===== src/rtl/rx_frame_arbiter.sv =====
// rx_frame_arbiter
// Frame-granular round-robin arbiter that shares one MAC decoder between four RMII RX
// frame FIFOs. A grant is held until the decoder signals end of frame. A watchdog forces
// the grant off after TIMEOUT_CYCLES, so a stuck frame cannot starve the other ports.
// Every release is followed by a short idle gap before the next arbitration. Per-port
// grant counters are exported for monitoring.
//
// Ports
//   clk          system clock
//   rst          synchronous reset, active-high
//   req          per-port frame_exist level from the RX FIFOs
//   port_mask    1 = port excluded from new arbitration
//   dec_ready    decoder idle and able to accept a new frame
//   dec_eof      1-cycle pulse: decoder finished the current frame
//   grant        one-hot read-select to the decoder, 0 when nothing is granted
//   grant_valid  a grant is being held
//   grant_port   binary index of the granted port; holds its last value when idle
//   abort        1-cycle pulse: the grant was released by the watchdog
//   grant_cnt    per-port grants issued; port i at [i*CNT_WIDTH +: CNT_WIDTH]
module rx_frame_arbiter #(
  parameter int unsigned PORT_NUM       = 4,
  parameter int unsigned TIMEOUT_CYCLES = 4096,
  parameter int unsigned GAP_CYCLES     = 2,
  parameter int unsigned CNT_WIDTH      = 16
) (
  input  logic                          clk,
  input  logic                          rst,
  input  logic [PORT_NUM-1:0]           req,
  input  logic [PORT_NUM-1:0]           port_mask,
  input  logic                          dec_ready,
  input  logic                          dec_eof,
  output logic [PORT_NUM-1:0]           grant,
  output logic                          grant_valid,
  output logic [1:0]                    grant_port,
  output logic                          abort,
  output logic [PORT_NUM*CNT_WIDTH-1:0] grant_cnt
);

  localparam int unsigned TimerW = $clog2(TIMEOUT_CYCLES);
  localparam int unsigned GapW   = (GAP_CYCLES > 1) ? $clog2(GAP_CYCLES) : 1;

  typedef enum logic [1:0] {StIdle, StGrant, StGap} state_e;

  state_e                        state_q, state_d;
  logic [TimerW-1:0]             timer_q, timer_d;
  logic [GapW-1:0]               gap_q, gap_d;
  logic [1:0]                    ptr_q, ptr_d;
  logic [PORT_NUM-1:0]           grant_q, grant_d;
  logic                          valid_q, valid_d;
  logic [1:0]                    port_q, port_d;
  logic                          abort_q, abort_d;
  logic [PORT_NUM*CNT_WIDTH-1:0] cnt_q, cnt_d;

  logic [PORT_NUM-1:0] eligible;
  logic                found;
  logic [1:0]          sel;
  logic [1:0]          idx;
  logic                release_grant;

  // Rotating priority scan: ptr, ptr+1, ... (2-bit wrap gives mod 4)
  always_comb begin
    eligible = req & ~port_mask;
    found    = 1'b0;
    sel      = 2'd0;
    idx      = 2'd0;
    for (int i = 0; i < PORT_NUM; i++) begin
      idx = ptr_q + 2'(i);
      if (!found && eligible[idx]) begin
        found = 1'b1;
        sel   = idx;
      end
    end
  end

  always_comb begin
    state_d       = state_q;
    timer_d       = timer_q;
    gap_d         = gap_q;
    ptr_d         = ptr_q;
    grant_d       = grant_q;
    valid_d       = valid_q;
    port_d        = port_q;
    abort_d       = 1'b0;
    cnt_d         = cnt_q;
    release_grant = 1'b0;

    unique case (state_q)
      StIdle: begin
        if (found && dec_ready) begin
          grant_d = PORT_NUM'(1) << sel;
          valid_d = 1'b1;
          port_d  = sel;
          cnt_d[int'(sel)*CNT_WIDTH +: CNT_WIDTH] =
              cnt_q[int'(sel)*CNT_WIDTH +: CNT_WIDTH] + CNT_WIDTH'(1);
          ptr_d   = sel + 2'd1;
          timer_d = '0;
          state_d = StGrant;
        end
      end
      StGrant: begin
        // End of frame has priority over a simultaneous watchdog expiry
        if (dec_eof) begin
          release_grant = 1'b1;
        end else if (timer_q == TimerW'(TIMEOUT_CYCLES - 1)) begin
          release_grant = 1'b1;
          abort_d       = 1'b1;
        end else begin
          timer_d = timer_q + TimerW'(1);
        end
        if (release_grant) begin
          grant_d = '0;
          valid_d = 1'b0;
          gap_d   = '0;
          // The IDLE arbitration cycle is the last low cycle of the gap
          state_d = (GAP_CYCLES > 1) ? StGap : StIdle;
        end
      end
      StGap: begin
        gap_d = gap_q + GapW'(1);
        if (gap_q == GapW'(GAP_CYCLES - 2)) begin
          state_d = StIdle;
        end
      end
      default: state_d = StIdle;
    endcase
  end

  always_ff @(posedge clk) begin
    if (rst) begin
      state_q <= StIdle;
      timer_q <= '0;
      gap_q   <= '0;
      ptr_q   <= 2'd0;
      grant_q <= '0;
      valid_q <= 1'b0;
      port_q  <= 2'd0;
      abort_q <= 1'b0;
      cnt_q   <= '0;
    end else begin
      state_q <= state_d;
      timer_q <= timer_d;
      gap_q   <= gap_d;
      ptr_q   <= ptr_d;
      grant_q <= grant_d;
      valid_q <= valid_d;
      port_q  <= port_d;
      abort_q <= abort_d;
      cnt_q   <= cnt_d;
    end
  end

  assign grant       = grant_q;
  assign grant_valid = valid_q;
  assign grant_port  = port_q;
  assign abort       = abort_q;
  assign grant_cnt   = cnt_q;

endmodule

===== config.mk =====
export PLATFORM = sky130hd
export DESIGN_NAME = rx_frame_arbiter
export DESIGN_NICKNAME = d
export VERILOG_FILES = /design/src/rtl/rx_frame_arbiter.sv
export SDC_FILE = /design/constraint.sdc
export NUM_CORES = 1
export LEC_CHECK = 0
export CAP_MARGIN = 15
export CELL_PAD_IN_SITES_DETAIL_PLACEMENT = 1
export CELL_PAD_IN_SITES_GLOBAL_PLACEMENT = 2
export CORE_ASPECT_RATIO = 1.25
export CORE_UTILIZATION = 34
export CTS_CLUSTER_SIZE = 24
export DETAILED_ROUTE_END_ITERATION = 8
export PLACE_DENSITY = 0.86
export REMOVE_ABC_BUFFERS = 1
export SLEW_MARGIN = 0
export SYNTH_ARGS = -nofsm -noshare
export SYNTH_HDL_FRONTEND = slang
export SYNTH_SLANG_ARGS = --single-unit

===== constraint.sdc =====
create_clock -name clk -period 7.4 [get_ports clk]
set_clock_uncertainty 0.05 [all_clocks]
set_input_delay 1.11 -clock clk [delete_from_list [all_inputs] [get_ports clk]]
set_output_delay 1.11 -clock clk [all_outputs]
set_load 0.02 [all_outputs]

==> impl_metrics.env, run 1 <==
export IMPL_wl_per_cell_um=21.0
export IMPL_cts_tree="done"
export IMPL_p_leak_nw=2.13
export IMPL_pwr_share_comb_pct=15.3
export IMPL_fillers=1695
export IMPL_avgSynthCellArea_sq_um=8.19
export IMPL_reg2regPathDepth=11
export IMPL_fin_nets=689
export IMPL_wirelength_mm=17.8
export IMPL_yosysUniqueCellTypes=66
export IMPL_synth_xor_area_share_pct=3.53
export IMPL_viasPerCell=5.96
export IMPL_via_count=5052
export IMPL_portBuffers=83
export IMPL_worstHoldPathType="flip-flop to flip-flop"
export IMPL_vdd_drop_max_mv=0.104
export IMPL_cts_clk_slew_worst_paths_ns=0.07
export IMPL_rrSetupSlack_ns=3.25
export IMPL_crit_type="primary input to flip-flop"
export IMPL_crit_buf_inv=2
export IMPL_drive_gt1_share_pct=8.18
export IMPL_synth_commonest_cells="dfxtp_1 (89), nand2_1 (80), nor2_1 (64), a21oi_1 (42), clkbuf_1 (22)"
export IMPL_synth_fa_ha_area_share_pct=2.27
export IMPL_final_area_sq_um=6190
export IMPL_synth_top_cell_area_share_pct=36.0
export IMPL_synth_top_family_by_area="simple AND/OR/NAND/NOR gates"
export IMPL_clock_latency_ns=0.36
export IMPL_synthCells=605
export IMPL_ctsHtreeMaxLevel=3
export IMPL_crit_family="simple AND/OR/NAND/NOR gates"
export IMPL_holdPathStages=2
export IMPL_die_area_sq_um=15100
export IMPL_setup_tns_ns=0
export IMPL_cts_sinks=89
export IMPL_postCtsSetupBuffers=0
export IMPL_antenna_found_initial=0
export IMPL_hold_end="grant_port[1]"
export IMPL_placed_cell_area_sq_um=5900
export IMPL_period_minus_slack_ns=5.21
export IMPL_numCtsBuffers=9
export IMPL_gp_congestion=0.843
export IMPL_synth_area_leaders="dfxtp_1 (36%), nand2_1 (6.1%), nor2_1 (4.8%)"
export IMPL_worstMarginPinSlew_ns=1.11
export IMPL_dieWidth_um=110
export IMPL_synth_edf_count=0
export IMPL_p_sw_share_pct=29.3
export IMPL_crit_path_end_kind="flip-flop"
export IMPL_period_share_pct=70.4
export IMPL_grt_max_degree=38
export IMPL_synthMuxAreaShare_pct=3.76
export IMPL_yosysWarningCount=0
export IMPL_final_hold_viol_count=0
export IMPL_finalSetupViolCount=0
export IMPL_first_pass_iters=4
export IMPL_dp_hpwl_mm=12.4
export IMPL_area_delta_synth_final_pct=24.9
export IMPL_crit_slowest_cell="inv_2"
export IMPL_seq_area_frac_synth_pct=36.0
export IMPL_grt_use_total_pct=24.5
export IMPL_worstPathArrival_ns=5.45
export IMPL_core_area_sq_um=14000
export IMPL_yosys_area_share_simple_pct=25.8
export IMPL_slowest_delay_ns=0.63
export IMPL_initial_core_util_pct=35.4
export IMPL_grt_setup_unrepaired="false"
export IMPL_fin_ws_ns=2.19
export IMPL_syn_area_sq_um=4960
export IMPL_worstPathMaxFanout=34
export IMPL_power_switching_w=0.000332
export IMPL_crit_required_ns=7.65
export IMPL_grt_pass1_vias=5198
export IMPL_cts_root_buf="clkbuf_16"
export IMPL_startpoint_type="primary input"
export IMPL_max_slew_margin_pct=26.2
export IMPL_r2r_start="ptr_q[1]"
export IMPL_synth_largest_area_cell="dfxtp_1"
export IMPL_pwr_share_seq_pct=43.4
export IMPL_synthArstFlopShare_pct=0
export IMPL_synth_compound_area_share_pct=24.1
export IMPL_ctsResizeCount=0
export IMPL_finalMaxSlewViolations=0
export IMPL_internal_power_w=0.000800
export IMPL_fmax_ghz=0.192
export IMPL_die_y_um=137
export IMPL_powerDensity_nw_per_um2=183
export IMPL_cts_hold_buf=0
export IMPL_postRouteAntennaNets=0
export IMPL_drtIter0Drc=213
export IMPL_drc=0
export IMPL_row_count=48
export IMPL_cts_path_max_buffers=2
export IMPL_status="finished clean"
export IMPL_ys_flop_type="dfxtp_1"
export IMPL_hp_start="grant_port[1]"
export IMPL_synth_most_common_cell="dfxtp_1"
export IMPL_crit_chain="clkdlybuf4s50_1, nor2b_1, a311o_2, nand2_4, inv_2, ha_1, nand4b_1, nor2_1, nand2_1, a211oi_1, a221oi_1, nand3_1"
export IMPL_grt_pass1_wl_mm=27.7
export IMPL_pre_cts_ws_ns=1.87
export IMPL_ys_ff_latch=89
export IMPL_overflow=0
export IMPL_io_pins=84
export IMPL_r2r_end="grant_cnt[31]"
export IMPL_clockPowerShare_pct=41.2
export IMPL_drv_cap=0
==> layout by cell type, fill, tap and decap left out, types with 13 or more instances in the layout <==
cell type	Yosys	layout
a21oi_1	42	40
nand2_1	80	80
dfxtp_1	89	89
a211oi_1	14	14
clkdlybuf4s50_1	0	83
o21ai_0	21	21
nor2_1	64	64
mux2i_1	13	13
nand4_1	19	19
xnor2_1	14	14
nand3_1	19	19
nor3_1	13	13
a22o_1	19	19
==> flip-flops by register name (all words and copies together) (netlist names) <==
signal	count
timer_q	12
grant	4
grant_port	2
ptr_q	2
gap_q	1
grant_valid	1
grant_cnt	64
state_q	2
abort	1
==> worst reg2reg max path: cells and delay by family, from the launching register on <==
kind                     cells  cell delay (ns)
AND/OR/NAND/NOR              8             2.22
AO/OA/AOI/OAI                1             0.49
flip-flops                   1             0.45
adder cells (fa/ha/maj)      1             0.47
buffers and inverters        1             0.41
==> per-stage QoR <==
| step | power, W | cells | hold WS (ns) | util (%) |
|---|---|---|---|---|
| finish | 0.00113 | 848 | 0.419 | 44.3 |
| global route | 0.00117 | 847 | 0.446 | 44.2 |
| CTS | 0.00114 | 847 | 0.423 | 44.2 |
| detailed placement | 0.000675 | 832 | 0.414 | 42.1 |
| global placement | 0.000669 | 831 | 0.406 | 42.1 |
| floorplan | 0.000608 | 565 | 0.390 | - |
==> cell type report <==
class,count,area (sq um),area share (%)
multi-input combinational,466,2960,47.8
timing repair buffer,92,896,14.5
sequential,89,1780,28.8
clock buffer,9,225,3.64
antenna,1,2.50,0.0404
clock inverter,6,67.6,1.09
tap,175,219,3.54
inverter,10,42.5,0.687
==> power by group through the flow <==
stage          combinational (W)  clock [W]  sequential [W]
2_1_floorplan           0.000101          0        0.000506
6_report                0.000174   0.000467        0.000492
4_1_cts                 0.000172   0.000476        0.000492
3_3_place_gp            0.000166          0        0.000503
5_1_grt                 0.000187   0.000493        0.000493
3_5_place_dp            0.000172          0        0.000503
==> logic make-up (layout without fill, tap and decap cells) <==
| family | count (synthesis) | count (layout) |
|---|---|---|
| other | 0 | 1 |
| and+or+nand+nor | 255 | 255 |
| DFF | 89 | 89 |
| muxes | 18 | 18 |
| buffers and inverters | 50 | 117 |
| xor gates and xnor gates | 20 | 20 |
| adders and majority gates | 9 | 9 |
| AOI/OAI and AO/OA | 164 | 164 |
==> routing by layer <==
layer	wire length [um]	GRT usage [%]
met1	7520	28.8
met3	864	4.00
met2	8940	42.8
met5	0	0
met4	500	11.6
==> worst max-delay path by stage <==
| stage | startpoint | to | cells after the start |
|---|---|---|---|
| 4_1_cts | req[2] | grant_cnt[63] | 12 |
| 2_1_floorplan | req[2] | grant_cnt[60] | 9 |
| 3_5_place_dp | req[2] | grant_cnt[63] | 12 |
| 3_3_place_gp | req[2] | grant_cnt[15] | 11 |
| 6_report | req[2] | grant_cnt[15] | 12 |
| 5_1_grt | req[2] | grant_cnt[63] | 12 |
(Power assumes the default switching activity.)
==> inputs of run 2 (changes only) <==
--- a/config.mk
+++ b/config.mk
@@ -9,10 +9,10 @@
 export CELL_PAD_IN_SITES_DETAIL_PLACEMENT = 1
 export CELL_PAD_IN_SITES_GLOBAL_PLACEMENT = 2
 export CORE_ASPECT_RATIO = 1.25
-export CORE_UTILIZATION = 34
+export CORE_UTILIZATION = 31
 export CTS_CLUSTER_SIZE = 24
 export DETAILED_ROUTE_END_ITERATION = 8
-export PLACE_DENSITY = 0.86
+export PLACE_DENSITY = 0.79
 export REMOVE_ABC_BUFFERS = 1
 export SLEW_MARGIN = 0
 export SYNTH_ARGS = -nofsm -noshare
==> constraint.sdc (replaced) <==
create_clock -name clk -period 5.1 [get_ports clk]
set_clock_uncertainty 0.05 [all_clocks]
set_input_delay 0.765 -clock clk [delete_from_list [all_inputs] [get_ports clk]]
set_output_delay 0.765 -clock clk [all_outputs]
set_load 0.02 [all_outputs]
==> run 2 against run 1 <==
  * Non-clock buffer count rose by 13
  * Worst setup slack got worse by 1.2 ns
  * Clock power rose by 43%
  * Global-route usage fell by 0.81 points
  * Flip-flop and latch count did not move
  * Via count rose by 0.73%
  * Combinational power rose by 51%
  * Critical path depth rose by 1
  * Register-to-register slack got worse by 1.6 ns
  * Clock-buffer cell count did not move
  * Critical path type unchanged
  * Largest power group unchanged
  * Highest routed layer unchanged
==> impl_metrics.env, run 2 (synthesis results as in run 1) <==
export IMPL_vdd_drop_max_mv=0.127
export IMPL_worstHoldPathType="flip-flop to flip-flop"
export IMPL_busiest_layer="met2"
export IMPL_fmax_ghz=0.241
export IMPL_dp_cells=882
export IMPL_p_leak_nw=2.19
export IMPL_use_met3_pct=2.45
export IMPL_cts_hold_buf=0
export IMPL_crit_family="simple AND/OR/NAND/NOR gates"
export IMPL_postRouteAntennaNets=0
export IMPL_row_count=51
export IMPL_gp_congestion=0.822
export IMPL_worstPathArrival_ns=4.40
export IMPL_io_pins=84
export IMPL_finalSetupViolCount=0
export IMPL_drive_gt1_share_pct=9.77
export IMPL_largest_reg_flops=64
export IMPL_via_count=5089
export IMPL_grtUsageMet1_pct=26.7
export IMPL_period_minus_slack_ns=4.15
export IMPL_period_share_pct=81.3
export IMPL_overflow=0
export IMPL_cts_tree="done"
export IMPL_final_hold_viol_count=0
export IMPL_startpoint_type="primary input"
export IMPL_clock_latency_ns=0.36
export IMPL_grt_use_total_pct=23.7
export IMPL_drv_cap=0
export IMPL_setup_tns_ns=0
export IMPL_numCtsBuffers=9
export IMPL_antennaDiodeCount=0
export IMPL_viasPerCell=5.67
export IMPL_grt_setup_unrepaired="false"
export IMPL_grt_pass1_vias=5400
export IMPL_wl_per_cell_um=20.7
export IMPL_max_slew_margin_pct=51.9
export IMPL_status="finished clean"
export IMPL_finalMaxSlewViolations=0
export IMPL_area_delta_synth_final_pct=27.8
export IMPL_ctsResizeCount=0
export IMPL_first_pass_iters=4
export IMPL_dieWidth_um=115
export IMPL_slowest_delay_ns=0.48
export IMPL_cts_clk_slew_worst_paths_ns=0.07
export IMPL_initial_core_util_pct=31.7
export IMPL_crit_required_ns=5.35
export IMPL_finalNonFillerCells=898
export IMPL_crit_slowest_cell="nand3_1"
export IMPL_cts_root_buf="clkbuf_16"
export IMPL_final_cell_mix="dfxtp_1 (89), clkdlybuf4s50_1 (83), nand2_1 (80)"
export IMPL_crit_path_end_kind="flip-flop"
export IMPL_die_y_um=143
export IMPL_portBuffers=83
export IMPL_fillers=1843
export IMPL_drtIter0Drc=261
export IMPL_core_area_sq_um=15600
export IMPL_drc=0
export IMPL_antenna_found_initial=0
export IMPL_postCtsSetupBuffers=0
export IMPL_wirelength_mm=18.6
export IMPL_grt_max_degree=34
export IMPL_layout_commonest_cell="dfxtp_1"
export IMPL_crit_type="primary input to flip-flop"
export IMPL_powerDensity_nw_per_um2=260
export IMPL_crit_chain="clkdlybuf4s50_1, nor2b_1, a311o_2, nand2_4, inv_2, ha_1, or2_2, nor3_1, nand3_1, nor2_1, o21ai_0, a21oi_1, a311o_1"
export IMPL_cts_path_max_buffers=2
export IMPL_dp_hpwl_mm=13.2
export IMPL_ctsHtreeMaxLevel=3
export IMPL_die_area_sq_um=16500
export IMPL_crit_buf_inv=2
export IMPL_worstPathMaxFanout=16
export IMPL_worstMarginPinSlew_ns=0.722
export IMPL_fin_nets=702
export IMPL_grt_pass1_wl_mm=29.5
export IMPL_cts_sinks=89
export IMPL_met2_usage_pct=43.8
run 2: cell count changes in the layout (fill, tap and decap cells not counted), sizes merged:
cell,before,now
inv,11,13
buf,9,22
bufinv,1,0
diode,1,0
run 2: report_power, final:
part / leakage (nW) / internal [W] / switching, W
Combinational: 1.33 / 0.0000863 / 0.000176
Sequential: 0.718 / 0.000704 / 0.00000957
Clock: 0.139 / 0.000345 / 0.000324
Total: 2.19 / 0.00114 / 0.000510
run 2: final cells by class:
| type | instances | area (sq um) | area share (%) |
|---|---|---|---|
| inverter | 10 | 42.5 | 0.672 |
| timing repair buffer | 105 | 996 | 15.7 |
| clock buffer | 9 | 225 | 3.56 |
| clock inverter | 7 | 71.3 | 1.13 |
| multi-input combinational | 466 | 2950 | 46.6 |
| sequential | 89 | 1780 | 28.1 |
| tap | 212 | 265 | 4.19 |
run 2: through the flow:
stage / instance area [sq um] / setup WS, ns / total power [W] / hold WS, ns / util, %
floorplan: 4770 / 0.963 / 0.000882 / 0.390 / -
global placement: 6040 / 0.763 / 0.000984 / 0.405 / 38.6
detailed placement: 6040 / 0.559 / 0.000990 / 0.412 / 38.6
CTS: 6330 / 0.929 / 0.00166 / 0.421 / 40.5
global route: 6330 / 0.655 / 0.00171 / 0.427 / 40.5
finish: 6330 / 0.953 / 0.00165 / 0.422 / 40.5
run 2: routing by layer:
layer,routed length [um],up-vias
li1,-,2386
met1,7480,2523
met2,9640,142
met3,851,38
met4,635,0
met5,0,-
run 2: path summary, 6_finish.rpt:
kind                            cells past startpoint       endpoint           from  slack [ns]
worst max-delay path                               13  grant_cnt[53]         req[2]        0.95
worst max register to register                     12  grant_cnt[30]       ptr_q[1]        1.61
worst min-delay path                                2  grant_port[1]  grant_port[1]        0.42
worst min register to register                      2  grant_port[1]  grant_port[1]        0.42
run 2: tightest hold or removal path, delay by kind of cell (launching register included):
kind             cells  cell delay, ns
flip-flops           1            0.31
AND/OR/NAND/NOR      1            0.06
AO/OA/AOI/OAI        1            0.06
==> inputs of run 3 (changes only) <==
==> constraint.sdc (replaced) <==
create_clock -name clk -period 4.3 [get_ports clk]
set_clock_uncertainty 0.05 [all_clocks]
set_input_delay 0.645 -clock clk [delete_from_list [all_inputs] [get_ports clk]]
set_output_delay 0.645 -clock clk [all_outputs]
set_load 0.02 [all_outputs]
==> run 3 against run 2 <==
  * Worst hold slack got worse by 0.0075 ns
  * Worst setup slack lost 0.48 ns
  * Utilization increased by 1.0 points
  * Routed wire length decreased by 1.2%
  * Design area up 2.5%
  * Global-route usage shrank 0.90 points
  * Via count rose by 1.4%
  * Sequential power grew 18%
  * Critical path depth unchanged
  * Cell count up 1.8%
==> impl_metrics.env, run 3 (synthesis results as in run 1) <==
export IMPL_status="finished clean"
export IMPL_startpoint_type="primary input"
export IMPL_viasPerCell=5.65
export IMPL_antennaDiodeCount=0
export IMPL_wl_per_cell_um=20.1
export IMPL_powerDensity_nw_per_um2=314
export IMPL_io_pins=84
export IMPL_r2r_end="grant_cnt[26]"
export IMPL_endpoint="grant_cnt[26]"
export IMPL_row_count=51
export IMPL_worstPathMaxFanout=17
export IMPL_die_y_um=143
export IMPL_wirelength_mm=18.4
export IMPL_finalSetupViolCount=0
export IMPL_initial_core_util_pct=31.7
export IMPL_cts_sinks=89
export IMPL_worstHoldPathType="flip-flop to flip-flop"
export IMPL_first_pass_iters=4
export IMPL_final_area_sq_um=6490
export IMPL_finalMaxSlewViolations=0
export IMPL_ctsHtreeMaxLevel=3
export IMPL_fmax_ghz=0.261
export IMPL_drv_cap=0
export IMPL_numCtsBuffers=9
export IMPL_crit_type="primary input to flip-flop"
export IMPL_area_delta_synth_final_pct=31.0
export IMPL_grt_pass1_vias=5316
export IMPL_cts_hold_buf=0
export IMPL_grt_use_total_pct=22.8
export IMPL_postRouteAntennaNets=0
export IMPL_vdd_drop_max_mv=0.155
export IMPL_worstMarginPinSlew_ns=0.736
export IMPL_max_slew_margin_pct=51.0
export IMPL_dieWidth_um=115
export IMPL_grt_max_degree=27
export IMPL_ctsResizeCount=0
export IMPL_layout_commonest_cell="dfxtp_1"
export IMPL_final_hold_viol_count=0
export IMPL_portBuffers=83
export IMPL_overflow=0
export IMPL_cts_clk_slew_worst_paths_ns=0.07
export IMPL_placed_cell_area_sq_um=6180
export IMPL_fin_util_pct=41.5
export IMPL_grt_setup_unrepaired="false"
export IMPL_via_count=5161
export IMPL_cts_path_max_buffers=2
export IMPL_core_area_sq_um=15600
export IMPL_drtIter0Drc=269
export IMPL_grt_pass1_wl_mm=28.6
export IMPL_worstPathArrival_ns=4.03
export IMPL_cts_root_buf="clkbuf_16"
export IMPL_p_leak_nw=2.29
export IMPL_power_total_w=0.00204
export IMPL_r2r_start="ptr_q[1]"
export IMPL_postCtsSetupBuffers=0
export IMPL_rrSetupSlack_ns=0.97
export IMPL_clock_latency_ns=0.36
export IMPL_die_area_sq_um=16500
export IMPL_period_share_pct=89.0
export IMPL_pre_cts_ws_ns=0.167
export IMPL_drc=0
export IMPL_cts_tree="done"
export IMPL_dp_hpwl_mm=13.3
export IMPL_largest_reg_flops=64
export IMPL_crit_start="req[1]"
export IMPL_gp_congestion=0.845
export IMPL_final_cell_mix="dfxtp_1 (89), clkdlybuf4s50_1 (83), nand2_1 (80)"
export IMPL_period_minus_slack_ns=3.83
export IMPL_setup_tns_ns=0
export IMPL_reg2regPathDepth=12
export IMPL_crit_required_ns=4.50
export IMPL_antenna_found_initial=0
export IMPL_fin_nets=718
export IMPL_fin_ws_ns=0.474
export IMPL_crit_path_end_kind="flip-flop"
export IMPL_drive_gt1_share_pct=11.8
-- run 3: where the power goes --
group	internal, W	switching (W)	total [W]	leakage [nW]
logic	0.000119	0.000218	0.000337	1.41
registers	0.000835	0.0000112	0.000846	0.718
clock network	0.000465	0.000391	0.000855	0.155
total	0.00142	0.000619	0.00204	2.29
-- run 3: how the worst min path moves through the flow --
stage	startpoint	end	slack (ns)	depth (start not counted)
detailed placement	grant_port[1]	grant_port[1]	0.41	2
finish	grant_port[1]	grant_port[1]	0.41	2
global placement	grant_port[1]	grant_port[1]	0.40	2
global route	grant_port[1]	grant_port[1]	0.44	2
CTS	grant_port[1]	grant_port[1]	0.42	2
floorplan	gap_q	state_q[1]	0.39	2
-- run 3: area by class of cell --
class	instances	area (sq um)
clock buffer	9	225
clock inverter	7	83.8
fill	1855	9140
inverter	10	42.5
multi-input combinational	466	2950
sequential	89	1780
tap	212	265
timing repair buffer	121	1140
-- run 3: through the flow --
step                instances  hold WS [ns]
finish                    914         0.414
global route              914         0.443
CTS                       914         0.418
detailed placement        898         0.408
global placement          898         0.404
floorplan                 565         0.390
-- run 3: critical path, stage by stage --
cell and delay [ns]:
clkdlybuf4s50_1 0.47, nor2b_1 0.40, a21oi_1 0.12, or3_4 0.47, clkinv_4 0.17, a21oi_1 0.06, a32o_1 0.27, inv_1 0.11
ha_1 0.22, o21ai_1 0.27, nor4_1 0.37, xnor2_1 0.21, a22o_1 0.24
-- run 3: layer usage --
layer / routed length, um / part of all wire (%) / track usage (%) / vias to the layer above
met5: 0 / 0 / 0 / -
met4: 546 / 3.0 / 9.98 / 0
met3: 857 / 4.7 / 4.18 / 38
met2: 9070 / 49 / 39.7 / 155
met1: 7900 / 43 / 27.2 / 2545
li1: - / - / - / 2423
